### config.mk
export PLATFORM = sky130hd
export DESIGN_NAME = msrv32_fetch_buffer
export DESIGN_NICKNAME = d
export VERILOG_FILES = /design/src/rtl/msrv32_fetch_buffer.sv
export SDC_FILE = /design/constraint.sdc
export NUM_CORES = 1
export LEC_CHECK = 0
export BUFFER_PORTS_ARGS = -buffer_cell sky130_fd_sc_hd__buf_2
export CAP_MARGIN = 30
export CORE_MARGIN = 5
export CORE_UTILIZATION = 30
export DETAILED_ROUTE_END_ITERATION = 8
export PLACE_DENSITY = 0.49
export RECOVER_POWER = 50
export SETUP_SLACK_MARGIN = 0.15
export SLEW_MARGIN = 20
export SYNTH_ARGS = -nofsm -noshare
export SYNTH_HDL_FRONTEND = slang
export SYNTH_SLANG_ARGS = --single-unit
### constraint.sdc
create_clock -name ms_riscv32_mp_clk_in -period 9.2 [get_ports ms_riscv32_mp_clk_in]
set_input_delay 1.84 -clock ms_riscv32_mp_clk_in [delete_from_list [all_inputs] [get_ports ms_riscv32_mp_clk_in]]
set_output_delay 1.84 -clock ms_riscv32_mp_clk_in [all_outputs]
set_load 0.01 [all_outputs]
### src/rtl/msrv32_fetch_buffer.sv
// Instruction fetch buffer: first-word-fall-through queue of {pc, instr} pairs
// between the instruction-memory response port and decode, cleared on flush.
module msrv32_fetch_buffer #(
  parameter int unsigned DEPTH     = 4,
  parameter logic [31:0] NOP_INSTR = 32'h0000_0013
) (
  input  logic                    ms_riscv32_mp_clk_in,
  input  logic                    ms_riscv32_mp_rst_in,
  input  logic                    flush_in,
  input  logic                    imem_valid_in,
  input  logic [31:0]             imem_instr_in,
  input  logic [31:0]             imem_pc_in,
  output logic                    imem_ready_out,
  output logic                    dec_valid_out,
  input  logic                    dec_ready_in,
  output logic [31:0]             instr_out,
  output logic [31:0]             pc_out,
  output logic                    illegal_out,
  output logic [$clog2(DEPTH):0]  count_out
);

  localparam int unsigned AW = $clog2(DEPTH);
  localparam logic [AW:0] FULL_CNT = (AW+1)'(DEPTH);
  localparam logic [AW:0] LAST_CNT = (AW+1)'(DEPTH - 1);
  localparam logic [AW:0] ONE_CNT  = (AW+1)'(1);

  typedef enum logic [1:0] {S_EMPTY, S_PARTIAL, S_FULL} state_t;

  state_t          state;
  logic [AW:0]     cnt;
  logic [AW-1:0]   wp;
  logic [AW-1:0]   rp;
  logic [31:0]     mem_pc    [DEPTH];
  logic [31:0]     mem_instr [DEPTH];
  logic            push;
  logic            pop;

  // Ready is derived from occupancy only, so decode never reaches memory combinationally.
  assign imem_ready_out = (state != S_FULL) && !flush_in;
  assign dec_valid_out  = (state != S_EMPTY) && !flush_in;
  assign push           = imem_valid_in && imem_ready_out;
  assign pop            = dec_valid_out && dec_ready_in;
  assign count_out      = cnt;

  always_comb begin
    instr_out   = NOP_INSTR;
    pc_out      = '0;
    illegal_out = 1'b0;
    if (state != S_EMPTY) begin
      instr_out   = mem_instr[rp];
      pc_out      = mem_pc[rp];
      illegal_out = dec_valid_out && (mem_instr[rp][1:0] != 2'b11);
    end
  end

  // Storage has no reset; contents are only visible through a valid occupancy.
  always_ff @(posedge ms_riscv32_mp_clk_in) begin
    if (push) begin
      mem_pc[wp]    <= imem_pc_in;
      mem_instr[wp] <= imem_instr_in;
    end
  end

  always_ff @(posedge ms_riscv32_mp_clk_in) begin
    if (ms_riscv32_mp_rst_in || flush_in) begin
      state <= S_EMPTY;
      cnt   <= '0;
      wp    <= '0;
      rp    <= '0;
    end else begin
      if (push) wp <= wp + 1'b1;
      if (pop)  rp <= rp + 1'b1;
      case ({push, pop})
        2'b10: begin
          cnt   <= cnt + 1'b1;
          state <= (cnt == LAST_CNT) ? S_FULL : S_PARTIAL;
        end
        2'b01: begin
          cnt   <= cnt - 1'b1;
          state <= (cnt == ONE_CNT) ? S_EMPTY : S_PARTIAL;
        end
        default: begin
          cnt   <= cnt;
          state <= (cnt == FULL_CNT) ? S_FULL : state;
        end
      endcase
    end
  end

endmodule

# --- Word-level counts from Yosys, hierarchy flattened ---
# Memories as Yosys holds them, arrays and structs flattened. A register that Yosys moved wholly into a read port is not among the register bits.
# Index checks and enable logic that the tools add are counted.
totals:
  out_inout_bits: 70
  ram_bits: 256
  mem_count: 2
  input_bits: 69
  word_cells: 41
  regBits: 9
memory_table:
  columns: ["name", "depth", "word_bits", "rd", "rd_clocked_by_memory_dff", "wr", "line", "source"]
  rows:
  - ["mem_instr", 4, 32, 1, 1, 1, "34", "logic [31:0] mem_instr [DEPTH];"]
  - ["mem_pc", 4, 32, 1, 1, 1, "33", "logic [31:0] mem_pc [DEPTH];"]
op_classes:
  n_eq_ne: 7
  reduce_logical: 10
  n_mux: 14
  n_addsub: 4
op_table:
  columns: ["operator", "count"]
  rows:
  - ["two-way mux 32 bit", 2]
  - ["two-way mux 2 bit", 6]
  - ["one-hot mux 3 bit (2 select lines)", 1]
  - ["logical AND 1 bit", 5]
  - ["adder 2 x 1 -> 2 bit (second input constant)", 2]
  - ["two-way mux 1 bit", 4]
  - ["!= test 2 bit (second input constant)", 2]
  - ["one-hot mux 2 bit (2 select lines)", 1]
  - ["nonzero test 2 bit", 2]
  - ["adder 3 x 1 -> 3 bit (second input constant)", 1]
  - ["equality test 3 x 1 -> 1 bit (second input constant)", 1]
  - ["equality test 3 x 2 -> 1 bit (second input constant)", 1]
  - ["equality test 3 bit (second input constant)", 1]
  - ["nonzero test 3 bit", 1]
  - ["subtractor 3 x 1 -> 3 bit (second input constant)", 1]
  - ["equality test 2 x 1 -> 1 bit (second input constant)", 1]
  - ["equality test 2 bit (second input constant)", 1]
  - ["logical NOT 1 bit", 1]
  - ["logical OR 1 bit", 1]

# --- Longest topological paths before layout ---
logic_depth:
  ltp_word: 5
  depth_mapped: 9
  depth_no_buf: 9

# --- Worst setup path before layout ---
# Ideal clock, no wire load.
synth_path:
  kind: "in2reg"
  start: "input flush_in"
  end: "memory mem_instr[0][0] (enable)"
  setup_ns: 0.429
  t_required_ns: 8.771
  t_arrival_ns: 3.740
  stages: 2
  n_path_buf: 0
  path_slack_ns: 5.031
  path_cell_list: "a211oi_4 -> and2_1"
synth_between:
  elab_chain_cells: 5
synth_lines:
  columns: ["element", "line", "source"]
  rows:
  - ["start, declared", "9", "input logic flush_in,"]
  - ["logical NOT 1 bit", "39", "assign imem_ready_out = (state != S_FULL) && !flush_in;"]
  - ["logical AND 1 bit", "39", null]
  - ["logical AND 1 bit", "41", "assign push = imem_valid_in && imem_ready_out;"]
  - ["two-way mux 1 bit", "58", "if (push) begin"]
  - ["two-way mux 1 bit (implied by the code)", "60", "mem_instr[wp] <= imem_instr_in;"]
  - ["end, declared", "34", null]
# Every way passes these cells.

==> impl_metrics.env <==
export IMPL_post_route_drc_count=0
export IMPL_syn_inst=483
export IMPL_core_um2=34300
export IMPL_setup_viol_count_final=0
export IMPL_n_fill_cell=3198
export IMPL_rrSetupSlack_ns=5.38
export IMPL_cts_buffer_depth=3
export IMPL_dp_cells=1062
export IMPL_fin_setup_tns_ns=0
export IMPL_post_cts_buffers=0
export IMPL_rows=68
export IMPL_vias=4986
export IMPL_ys_top_cells_by_area="edfxtp_1 74%, mux4_2 14%, nor2b_1 3.7%"
export IMPL_netlist_area_um2=10400
export IMPL_cts_made_buffers=29
export IMPL_routedWlPerCell_um=19.5
export IMPL_vias_per_cell=4.48
export IMPL_gr_total_overflow=0
export IMPL_ant_nets=0
export IMPL_routed_wl_mm=21.8
export IMPL_clock_sink_count=267
export IMPL_hpwl_mm=13.1
export IMPL_max_freq_ghz=0.203
export IMPL_synth_nets=564
export IMPL_peakVddDrop_uv=144
export IMPL_drtIter0Drc=159
export IMPL_start_util=0.302
export IMPL_synth_top_cell_area_share=0.742
export IMPL_synth_cell_types=32
export IMPL_grt_antenna_before_repair=0
export IMPL_nets=719
export IMPL_maxCapViolations=2
export IMPL_cp_start_kind="flop"
export IMPL_period_needed_ns=4.92
export IMPL_die_h_um=196
export IMPL_cts_htree_levels=1
export IMPL_p_leak_uw=0.00402
export IMPL_status="finished with violations"
export IMPL_place_congestion=0.692
export IMPL_crit_type="reg -> out"
export IMPL_grtUsageTotal=0.113
export IMPL_max_slew_margin_rel=-0.353
export IMPL_hold_viol_final=0
export IMPL_p_per_area_nw_per_um2=203
export IMPL_instances_no_fill=1114
export IMPL_port_buffers=138
export IMPL_critPathCaptureType="primary output"
export IMPL_slew_violations=46
export IMPL_ys_ff_latch=267
export IMPL_clk_latency_ns=0.54
export IMPL_final_util=0.364
export IMPL_hold_buffers=0
export IMPL_clock_skew_final_ns=0.0167
export IMPL_ios=139
export IMPL_multiInputGateArea_um2=2270
export IMPL_cp_arrival_ns=3.08
export IMPL_timing_final_crit_share=0.535
export IMPL_violations="max-capacitance violations, max-slew violations"
export IMPL_clockRootBuffer="clkbuf_16"
export IMPL_hold_ws_ns=0.478
export IMPL_grt_pass1_vias=5709
export IMPL_ys_seq_area_frac=0.763
export IMPL_synthToLayoutAreaGrowth_pct=20.4
export IMPL_yosysWarnings=0
export IMPL_post_cts_resized=0
export IMPL_hold_path_class="reg -> reg"
export IMPL_crit_fanout=33
export IMPL_drive_above_1_share=0.294
export IMPL_clkSlewWorstSetupHoldPaths_ns=0.06
export IMPL_syn_area_per_cell_um2=21.4
export IMPL_die_x_um=196
export IMPL_cts_tree="yes"
export IMPL_diodes=0
export IMPL_grt_max_degree=43
export IMPL_grt_pass1_wl_mm=33.8
export IMPL_rsz0062_at_grt="no"
export IMPL_tightest_slew_ns=2.03
export IMPL_seq_area_um2=7920
export IMPL_dieArea_um2=38300
export IMPL_yosys_area_top_type="edfxtp_1"
export IMPL_drt_pass1_iterations=4
export IMPL_critPathRequiredTime_ns=7.36
[final cells by class]
type,count,share of cell area
clock inverters,13,0.00763
multi-input cells,184,0.182
inverters,10,0.00301
repair buffers,146,0.0627
well taps,455,0.0457
clock buffers,39,0.0644
flip-flops and latches,267,0.635
[sequential cells by signal (all words and copies together), names as in the netlist, named ones only]
register   flops
mem_instr    128
mem_pc       128
count_out      3
rp             2
state          2
wp             2
[logic make-up (layout without fill, tap and decap cells)]
family                   after synthesis  in the layout  synth area share
AO/OA/AOI/OAI                         15             15            0.0108
AND/OR/NAND/NOR                       89             89            0.0511
adder cells (fa/ha/maj)               12             12            0.0145
multiplexers                          65             65             0.140
flip-flops                           267            267             0.763
XOR/XNOR                               3              3           0.00254
buffers and inverters                 32            208            0.0176
[final timing paths]
path / start / endpoint / cells after the start
min: rp[1] / flop / 2
min reg2reg: rp[1] / flop / 2
max: flop / illegal_out / 4
max reg2reg: state[0] / mem_instr[3][23] / 4
[per-layer routing]
layer,wire (um),GRT usage,share of wire
met4,614,0.0331,0.028
met2,11400,0.206,0.52
met3,989,0.0235,0.045
met5,0,0,0
met1,8750,0.135,0.40
[Yosys cell counts]
| cell type | n |
|---|---|
| a211o_1 | 1 |
| a211oi_1 | 1 |
| a211oi_2 | 1 |
| a211oi_4 | 1 |
| a21boi_0 | 1 |
| a21oi_1 | 6 |
| a2bb2oi_1 | 1 |
| and2_1 | 4 |
| and2b_1 | 3 |
| buf_2 | 6 |
| buf_6 | 7 |
| clkbuf_1 | 7 |
| clkbuf_2 | 2 |
| dfxtp_1 | 11 |
| edfxtp_1 | 256 |
| ha_1 | 12 |
| inv_1 | 10 |
| mux2i_1 | 1 |
| mux4_2 | 64 |
| nand2_1 | 4 |
| nand2b_1 | 2 |
| nor2_1 | 8 |
| nor2_2 | 1 |
| nor2b_1 | 61 |
| nor3_1 | 1 |
| o21ai_0 | 2 |
| o22ai_1 | 1 |
| or2_1 | 3 |
| or2_2 | 1 |
| or3_1 | 1 |
| xnor2_1 | 2 |
| xor2_1 | 1 |
[per-stage QoR]
| step | instance area [um2] | total power, uW | setup slack (ns) |
|---|---|---|---|
| finish | 12500 | 2520 | 4.28 |
| global route | 12500 | 2630 | 3.92 |
| CTS | 12600 | 2570 | 4.06 |
| detailed placement | 11700 | 1480 | 4.66 |
| global placement | 11500 | 1470 | 4.64 |
| floorplan | 10400 | 1430 | 5.03 |
[critical path, cell delays in order, from the launching register on]
cell and delay [ns]:
dfxtp_4 0.82, buf_4 0.71, mux4_2 0.61, a211oi_2 0.22
buf_2 0.16
[where the power goes]
part | switching [uW] | internal (uW)
logic | 52.7 | 38.9
registers | 5.40 | 1350
clock network | 441 | 635
[layout by cell type (no fill, tap or decap), types with 2 or more instances in the layout]
master and n:
buf_4 2, nor2_1 8, and2_4 2, dfxtp_1 9, a21oi_1 6, nand2_1 4
clkinv_2 6, clkbuf_16 29, clkinv_1 3, a211oi_1 2, buf_16 5, nor2b_1 61
and2b_1 3, ha_1 12, or2_1 3, o21ai_0 2, edfxtp_1 256, and2_0 2
buf_2 73, mux4_2 64, nand2b_1 2, inv_1 10, clkinvlp_4 2, xnor2_1 2
clkbuf_8 4, clkbuf_1 71, dfxtp_4 2
Power figures use the tool's default switching activity.
